--- config.mk ---
export PLATFORM = sky130hd
export DESIGN_NAME = muldiv_sequencer
export DESIGN_NICKNAME = d
export VERILOG_FILES = /design/src/rtl/muldiv_sequencer_pkg.sv /design/src/rtl/muldiv_sequencer_sign_fix.sv /design/src/rtl/muldiv_sequencer.sv
export SDC_FILE = /design/constraint.sdc
export NUM_CORES = 1
export LEC_CHECK = 0
export BUFFER_PORTS_ARGS = -buffer_cell sky130_fd_sc_hd__clkbuf_2
export CAP_MARGIN = 10
export CORE_ASPECT_RATIO = 1.5
export CORE_MARGIN = 2
export CORE_UTILIZATION = 35
export DETAILED_ROUTE_END_ITERATION = 8
export HOLD_SLACK_MARGIN = 0.08
export PLACE_DENSITY_LB_ADDON = 0.15
export SLEW_MARGIN = 30
export SYNTH_ARGS = -nofsm -noshare
export SYNTH_HDL_FRONTEND = slang
export SYNTH_SLANG_ARGS = --single-unit
--- constraint.sdc ---
create_clock -name clk -period 6.92 [get_ports clk]
set_input_delay 0.692 -clock clk [delete_from_list [all_inputs] [get_ports clk]]
set_output_delay 0.692 -clock clk [all_outputs]
set_load 0.01 [all_outputs]
--- src/rtl/muldiv_sequencer_pkg.sv ---
// Shared types for the RV32M multiply/divide sequencer: funct3 op encodings,
// sequencer states and the shared-ALU operation word.
package muldiv_sequencer_pkg;

    localparam int unsigned XLEN = 32;

    // Shared integer ALU operation word; bits may be combined (SUB | SLTU_B).
    typedef logic [3:0] InstructionSetALU;
    localparam InstructionSetALU ALU_NOP    = 4'b0000;
    localparam InstructionSetALU ALU_ADD    = 4'b0001;
    localparam InstructionSetALU ALU_SUB    = 4'b0010;
    localparam InstructionSetALU ALU_SLTU_B = 4'b0100;

    typedef enum logic [2:0] {
        OP_MUL    = 3'd0,
        OP_MULH   = 3'd1,
        OP_MULHSU = 3'd2,
        OP_MULHU  = 3'd3,
        OP_DIV    = 3'd4,
        OP_DIVU   = 3'd5,
        OP_REM    = 3'd6,
        OP_REMU   = 3'd7
    } muldiv_op_e;

    typedef enum logic [1:0] {
        S_IDLE,
        S_ITER,
        S_FIX,
        S_DONE
    } seq_state_e;

    function automatic logic is_div_op(input muldiv_op_e op);
        return (op inside {OP_DIV, OP_DIVU, OP_REM, OP_REMU});
    endfunction

    function automatic logic signed_a(input muldiv_op_e op);
        return (op inside {OP_MULH, OP_MULHSU, OP_DIV, OP_REM});
    endfunction

    function automatic logic signed_b(input muldiv_op_e op);
        return (op inside {OP_MULH, OP_DIV, OP_REM});
    endfunction

endpackage

--- src/rtl/muldiv_sequencer_sign_fix.sv ---
// Conditional two's-complement negation: operand magnitude at request latch,
// product/quotient/remainder sign correction in FIX.
module muldiv_sign_fix
    import muldiv_sequencer_pkg::*;
#(
    parameter int unsigned W = 32
) (
    input  logic [W-1:0] val_i,
    input  logic         neg_i,
    output logic [W-1:0] val_o
);

    always_comb begin
        val_o = neg_i ? (~val_i + W'(1)) : val_i;
    end

endmodule

--- src/rtl/muldiv_sequencer.sv ---
// RV32M multiply/divide sequencer driving the shared ALU one bit-step per grant.
// Optional MULDIV_FASTPATH_EN: trivial operands (mul by 0, div by 0 or 1) skip the ALU.
module muldiv_sequencer
    import muldiv_sequencer_pkg::*;
#(
    parameter int unsigned XLEN       = 32,
    parameter int unsigned ITERATIONS = 32
) (
    input  logic             clk,
    input  logic             reset,
    input  logic             req_valid,
    output logic             req_ready,
    input  logic [2:0]       req_op,
    input  logic [XLEN-1:0]  req_a,
    input  logic [XLEN-1:0]  req_b,
    input  logic             kill,
    output logic             resp_valid,
    input  logic             resp_ready,
    output logic [XLEN-1:0]  resp_data,
    output logic             alu_req,
    input  logic             alu_gnt,
    output InstructionSetALU alu_op,
    output logic [XLEN-1:0]  alu_in1,
    output logic [XLEN-1:0]  alu_in2,
    output logic [XLEN-1:0]  alu_in1_b,
    output logic [XLEN-1:0]  alu_in2_b,
    input  logic [XLEN-1:0]  alu_out,
    input  logic             alu_out_b
);

    localparam int unsigned CW = $clog2(ITERATIONS + 1);
    localparam logic [CW-1:0] LAST = CW'(ITERATIONS - 1);

    seq_state_e      state_q, state_d;
    muldiv_op_e      op_q, op_d;
    logic [XLEN-1:0] hi_q, hi_d;      // mul: acc_hi   / div: partial remainder
    logic [XLEN-1:0] lo_q, lo_d;      // mul: mplier   / div: dividend -> quotient
    logic [XLEN-1:0] opnd_q, opnd_d;  // mul: mcand    / div: divisor
    logic [XLEN-1:0] resp_q, resp_d;
    logic            neg_a_q, neg_a_d, neg_b_q, neg_b_d;
    logic [CW-1:0]   cnt_q, cnt_d;

    muldiv_op_e      req_op_e;
    logic            req_neg_a, req_neg_b;
    logic [XLEN-1:0] req_abs_a, req_abs_b;
    logic [2*XLEN-1:0] prod_fix;
    logic [XLEN-1:0] quo_fix, rem_fix;
    logic [XLEN-1:0] rem_s;
    logic            carry, take;

    always_comb begin
        req_op_e  = muldiv_op_e'(req_op);
        req_neg_a = signed_a(req_op_e) & req_a[XLEN-1];
        req_neg_b = signed_b(req_op_e) & req_b[XLEN-1];
    end

    muldiv_sign_fix #(.W(XLEN)) u_abs_a (
        .val_i (req_a),
        .neg_i (req_neg_a),
        .val_o (req_abs_a)
    );

    muldiv_sign_fix #(.W(XLEN)) u_abs_b (
        .val_i (req_b),
        .neg_i (req_neg_b),
        .val_o (req_abs_b)
    );

    muldiv_sign_fix #(.W(2*XLEN)) u_fix_prod (
        .val_i ({hi_q, lo_q}),
        .neg_i (neg_a_q ^ neg_b_q),
        .val_o (prod_fix)
    );

    // Divide-by-zero keeps the all-ones quotient regardless of operand signs.
    muldiv_sign_fix #(.W(XLEN)) u_fix_quo (
        .val_i (lo_q),
        .neg_i ((neg_a_q ^ neg_b_q) && (opnd_q != '0)),
        .val_o (quo_fix)
    );

    muldiv_sign_fix #(.W(XLEN)) u_fix_rem (
        .val_i (hi_q),
        .neg_i (neg_a_q),
        .val_o (rem_fix)
    );

`ifdef MULDIV_FASTPATH_EN
    logic            fast_hit;
    logic [XLEN-1:0] fast_res;

    always_comb begin
        fast_hit = 1'b0;
        fast_res = '0;
        if (!is_div_op(req_op_e)) begin
            fast_hit = (req_a == '0) || (req_b == '0);
        end else if (req_b == '0) begin
            fast_hit = 1'b1;
            fast_res = req_op[1] ? req_a : '1;
        end else if (req_b == XLEN'(1)) begin
            fast_hit = 1'b1;
            fast_res = req_op[1] ? '0 : req_a;
        end
    end
`endif

    always_comb begin
        state_d    = state_q;
        op_d       = op_q;
        hi_d       = hi_q;
        lo_d       = lo_q;
        opnd_d     = opnd_q;
        resp_d     = resp_q;
        neg_a_d    = neg_a_q;
        neg_b_d    = neg_b_q;
        cnt_d      = cnt_q;
        req_ready  = 1'b0;
        resp_valid = 1'b0;
        alu_req    = 1'b0;
        alu_op     = ALU_NOP;
        alu_in1    = '0;
        alu_in2    = '0;
        alu_in1_b  = '0;
        alu_in2_b  = '0;
        rem_s      = {hi_q[XLEN-2:0], lo_q[XLEN-1]};
        carry      = 1'b0;
        take       = 1'b0;

        case (state_q)
            S_IDLE: begin
                req_ready = 1'b1;
                if (req_valid && !kill) begin
                    op_d    = req_op_e;
                    neg_a_d = req_neg_a;
                    neg_b_d = req_neg_b;
                    hi_d    = '0;
                    lo_d    = req_abs_a;
                    opnd_d  = req_abs_b;
                    cnt_d   = '0;
                    state_d = S_ITER;
`ifdef MULDIV_FASTPATH_EN
                    if (fast_hit) begin
                        resp_d  = fast_res;
                        state_d = S_DONE;
                    end
`endif
                end
            end
            S_ITER: begin
                alu_req = 1'b1;
                if (is_div_op(op_q)) begin
                    alu_op    = ALU_SUB | ALU_SLTU_B;
                    alu_in1   = rem_s;
                    alu_in1_b = rem_s;
                    alu_in2   = opnd_q;
                    alu_in2_b = opnd_q;
                    // A set rem MSB means the 33-bit shifted value exceeds any divisor.
                    take      = hi_q[XLEN-1] || !alu_out_b;
                end else begin
                    alu_op  = ALU_ADD;
                    alu_in1 = hi_q;
                    alu_in2 = lo_q[0] ? opnd_q : '0;
                    carry   = (alu_out < hi_q);
                end
                if (alu_gnt) begin
                    if (is_div_op(op_q)) begin
                        hi_d = take ? alu_out : rem_s;
                        lo_d = {lo_q[XLEN-2:0], take};
                    end else begin
                        {hi_d, lo_d} = {carry, alu_out, lo_q[XLEN-1:1]};
                    end
                    cnt_d = cnt_q + CW'(1);
                    if (cnt_q == LAST) begin
                        state_d = S_FIX;
                    end
                end
            end
            S_FIX: begin
                case (op_q)
                    OP_MUL:                       resp_d = prod_fix[XLEN-1:0];
                    OP_MULH, OP_MULHSU, OP_MULHU: resp_d = prod_fix[2*XLEN-1:XLEN];
                    OP_DIV, OP_DIVU:              resp_d = quo_fix;
                    default:                      resp_d = rem_fix;
                endcase
                state_d = S_DONE;
            end
            S_DONE: begin
                resp_valid = 1'b1;
                if (resp_ready) begin
                    state_d = S_IDLE;
                end
            end
            default: state_d = S_IDLE;
        endcase

        if (kill && (state_q != S_IDLE)) begin
            state_d = S_IDLE;
        end
    end

    always_ff @(posedge clk or posedge reset) begin
        if (reset) begin
            state_q <= S_IDLE;
            op_q    <= OP_MUL;
            hi_q    <= '0;
            lo_q    <= '0;
            opnd_q  <= '0;
            resp_q  <= '0;
            neg_a_q <= 1'b0;
            neg_b_q <= 1'b0;
            cnt_q   <= '0;
        end else begin
            state_q <= state_d;
            op_q    <= op_d;
            hi_q    <= hi_d;
            lo_q    <= lo_d;
            opnd_q  <= opnd_d;
            resp_q  <= resp_d;
            neg_a_q <= neg_a_d;
            neg_b_q <= neg_b_d;
            cnt_q   <= cnt_d;
        end
    end

    assign resp_data = resp_q;

endmodule

==> impl_metrics.ini <==
[outcome]
status = complete, no violations

[sta]
fmax_ghz = 0.2678
min_period_ns = 3.734
timing.final.crit_share = 0.5395
finalClockSkew_ns = 0.02272
hold_slack_ns = 0.3996
grt_setup_unrepaired = no
fin_ws_ns = 3.186
worst_pin_slew_ns = 0.9547
slew_headroom = 0.3629
drv_slew = 0
setup_violations = 0
setup_tns_ns = 0
hold_viol = 0

[yosys]
syn_inst = 1617
synthTopCellsByArea = dfrtp_1, xnor2_1, nand2_1
syn_area_per_cell_um2 = 7.754
synth_adder_area_share = 0.03992
synthArstFlopShare = 1.000
synth_edf_count = 0
synth_commonest_cells = nand2_1, dfrtp_1, clkbuf_1
ys_warn_count = 0
synth-simple-area-share = 0.2456
synthXorXnorAreaFrac = 0.09011
synth_compound_area_frac = 0.2493
synth_most_common_cell = nand2_1
netlist_area_mm2 = 0.01254
yosys.area.top_type = dfrtp_1
ys_seq_area_frac = 0.2814
muxShareOfSynthArea = 0.02854
synth_flop_cell = dfrtp_1
synth_top_family_by_area = compound AO/OA/AOI/OAI gates
syn_nets = 1763
ys_types = 76
synth_top_cell_area_share = 0.2814
ys_ff_latch = 141

[clocking]
cts_made_buffers = 17
cts_tree = built
post_cts_resized = 0
ctsHtreeMaxLevel = 4
cts_hold_buf = 0
clk-insertion-delay-late_ns = 0.46
cts.sinks = 141
cts_root_buf = clkbuf_16
clk_path_buf_depth = 2
post_cts_buffers = 0
clk_pin_slew_worst_paths_ns = 0.06

[route]
drc = 0
first_pass_iters = 6
drt_iter0_drc = 971
highest_layer = met4
ant_nets = 0
via_per_inst = 5.755
dr_wl_met3_um = 2514
wl_per_cell_um = 21.78
routed_wl_um = 49170
vias = 12990
met2_length_um = 25130
wirelength_met1_um = 18760

[hold_path]
hold_path_class = in -> async

[finish]
layout.nets = 1917
fin_util = 0.4165
instances_no_fill = 2257
drive_gt1_frac = 0.1984
fill_cells = 3598
diodes = 0
area_delta_synth_final_pct = 16.94
fin_area_mm2 = 0.01466

[placed_design]
gp_congestion = 0.9881
dp_hpwl_um = 37120
placedCellCount = 2224
numPortBuffers = 271
placed_area_mm2 = 0.01407
dp_slack_ns = 3.412

[setup_path]
path_common_cell = inv_1
cp-end-kind = primary output
cp_slowest_cell = nor2_4
critical_path_buf_inv_count = 5
slowest_delay_ns = 0.47
path_max_fanout = 41
critPathKind = reg -> out
required_ns = 6.23
arrival_ns = 3.04
startpoint_type = flip-flop
critPathTopFamily = buffers and inverters
path_cells = inv_1 > ha_4 > inv_1 > nor2_4 > buf_16 > buf_4 > a21o_1 > clkbuf_2

[power_and_ir_drop]
leakage_nw = 6.647
p_int_mw = 3.519
switching_power_mw = 4.069
ir_worst_vdd_uv = 213.5
pwr-share-comb = 0.605
p_seq_frac = 0.272
p_total_mw = 7.587
p_per_area_mw_per_mm2 = 517.5
p_sw_frac = 0.5363
clock_power_share = 0.123

[grt]
antenna_found_initial = 0
grt_max_degree = 89
grt_pass1_wl_um = 75170
grt_pass1_vias = 12770
gr-total-overflow = 0
grt.total_usage = 0.2624

[floorplan]
die_h_um = 235.8
fp-row-count = 84
core-area_mm2 = 0.03521
initial_utilization = 0.3561
ios = 273
dieArea_mm2 = 0.03739
die_w_um = 158.5

[flow_run]
maxCapViolations = 0
## registers in the layout, summed over array words and instances (netlist names)
register,count
hi_q,32
lo_q,32
opnd_q,32
resp_data,32
cnt_q,6
op_q,3
state_q,2
neg_a_q,1
neg_b_q,1
## cell type report
class	count	area [um2]	share of cell area
multi-input combinational	1270	8245	0.5623
sequential	141	3532	0.2409
timing repair buffer	289	1519	0.1036
tap	473	591.8	0.04036
clock buffer	19	432.9	0.02952
inverter	52	200.2	0.01365
clock inverter	13	141.4	0.009642
## placed cells by master (no fill, tap or decap), types with 35 or more instances in the layout
master and count:
a21o_1 41, a21oi_1 64, a31oi_1 46, and2_1 38, and3_1 73, clkbuf_2 271, dfrtp_1 140, ha_1 39
inv_1 51, nand2_1 166, nor2_1 127, nor3_1 44, o21ai_0 112, o221ai_1 38, xnor2_1 92, xor2_1 35
## per-layer routing
metal,up-vias,GRT usage
li1,6214,-
met2,466,0.4653
met3,119,0.03785
met1,6190,0.2951
met5,-,0
met4,0,0.1488
## cell families after synthesis
group / count (synthesis)
adders and majority gates: 40
and+or+nand+nor: 606
DFF: 141
muxes: 35
AOI/OAI and AO/OA: 459
buffers and inverters: 206
other: 1
xor gates and xnor gates: 129
## power by group through the flow
stage,sequential (mW),clock [mW],combinational [mW]
3_3_place_gp,2.05,0,4.48
5_1_grt,2.14,0.987,5.02
6_report,2.07,0.934,4.59
3_5_place_dp,2.07,0,4.53
4_1_cts,2.05,0.957,4.55
2_1_floorplan,1.53,0,3.41
## worst paths after layout
kind	start	endpoint	slack (ns)	cells past startpoint
max in group asynchronous	reset	op_q[2]$_DFFE_PP0P_	5.23	3
worst max-delay path	state_q[1]$_DFFE_PP0P_	alu_in1[10]	3.19	8
min in group clk	req_b[31]	opnd_q[31]$_DFFE_PP0P_	0.48	3
worst min register to register	cnt_q[1]$_DFFE_PP0P_	cnt_q[1]$_DFFE_PP0P_	0.50	2
worst max register to register	hi_q[0]$_DFFE_PP0P_	resp_data[16]$_DFFE_PP0P_	3.28	10
worst min-delay path	reset	state_q[1]$_DFFE_PP0P_	0.40	2
Power figures use the tool's default switching activity.
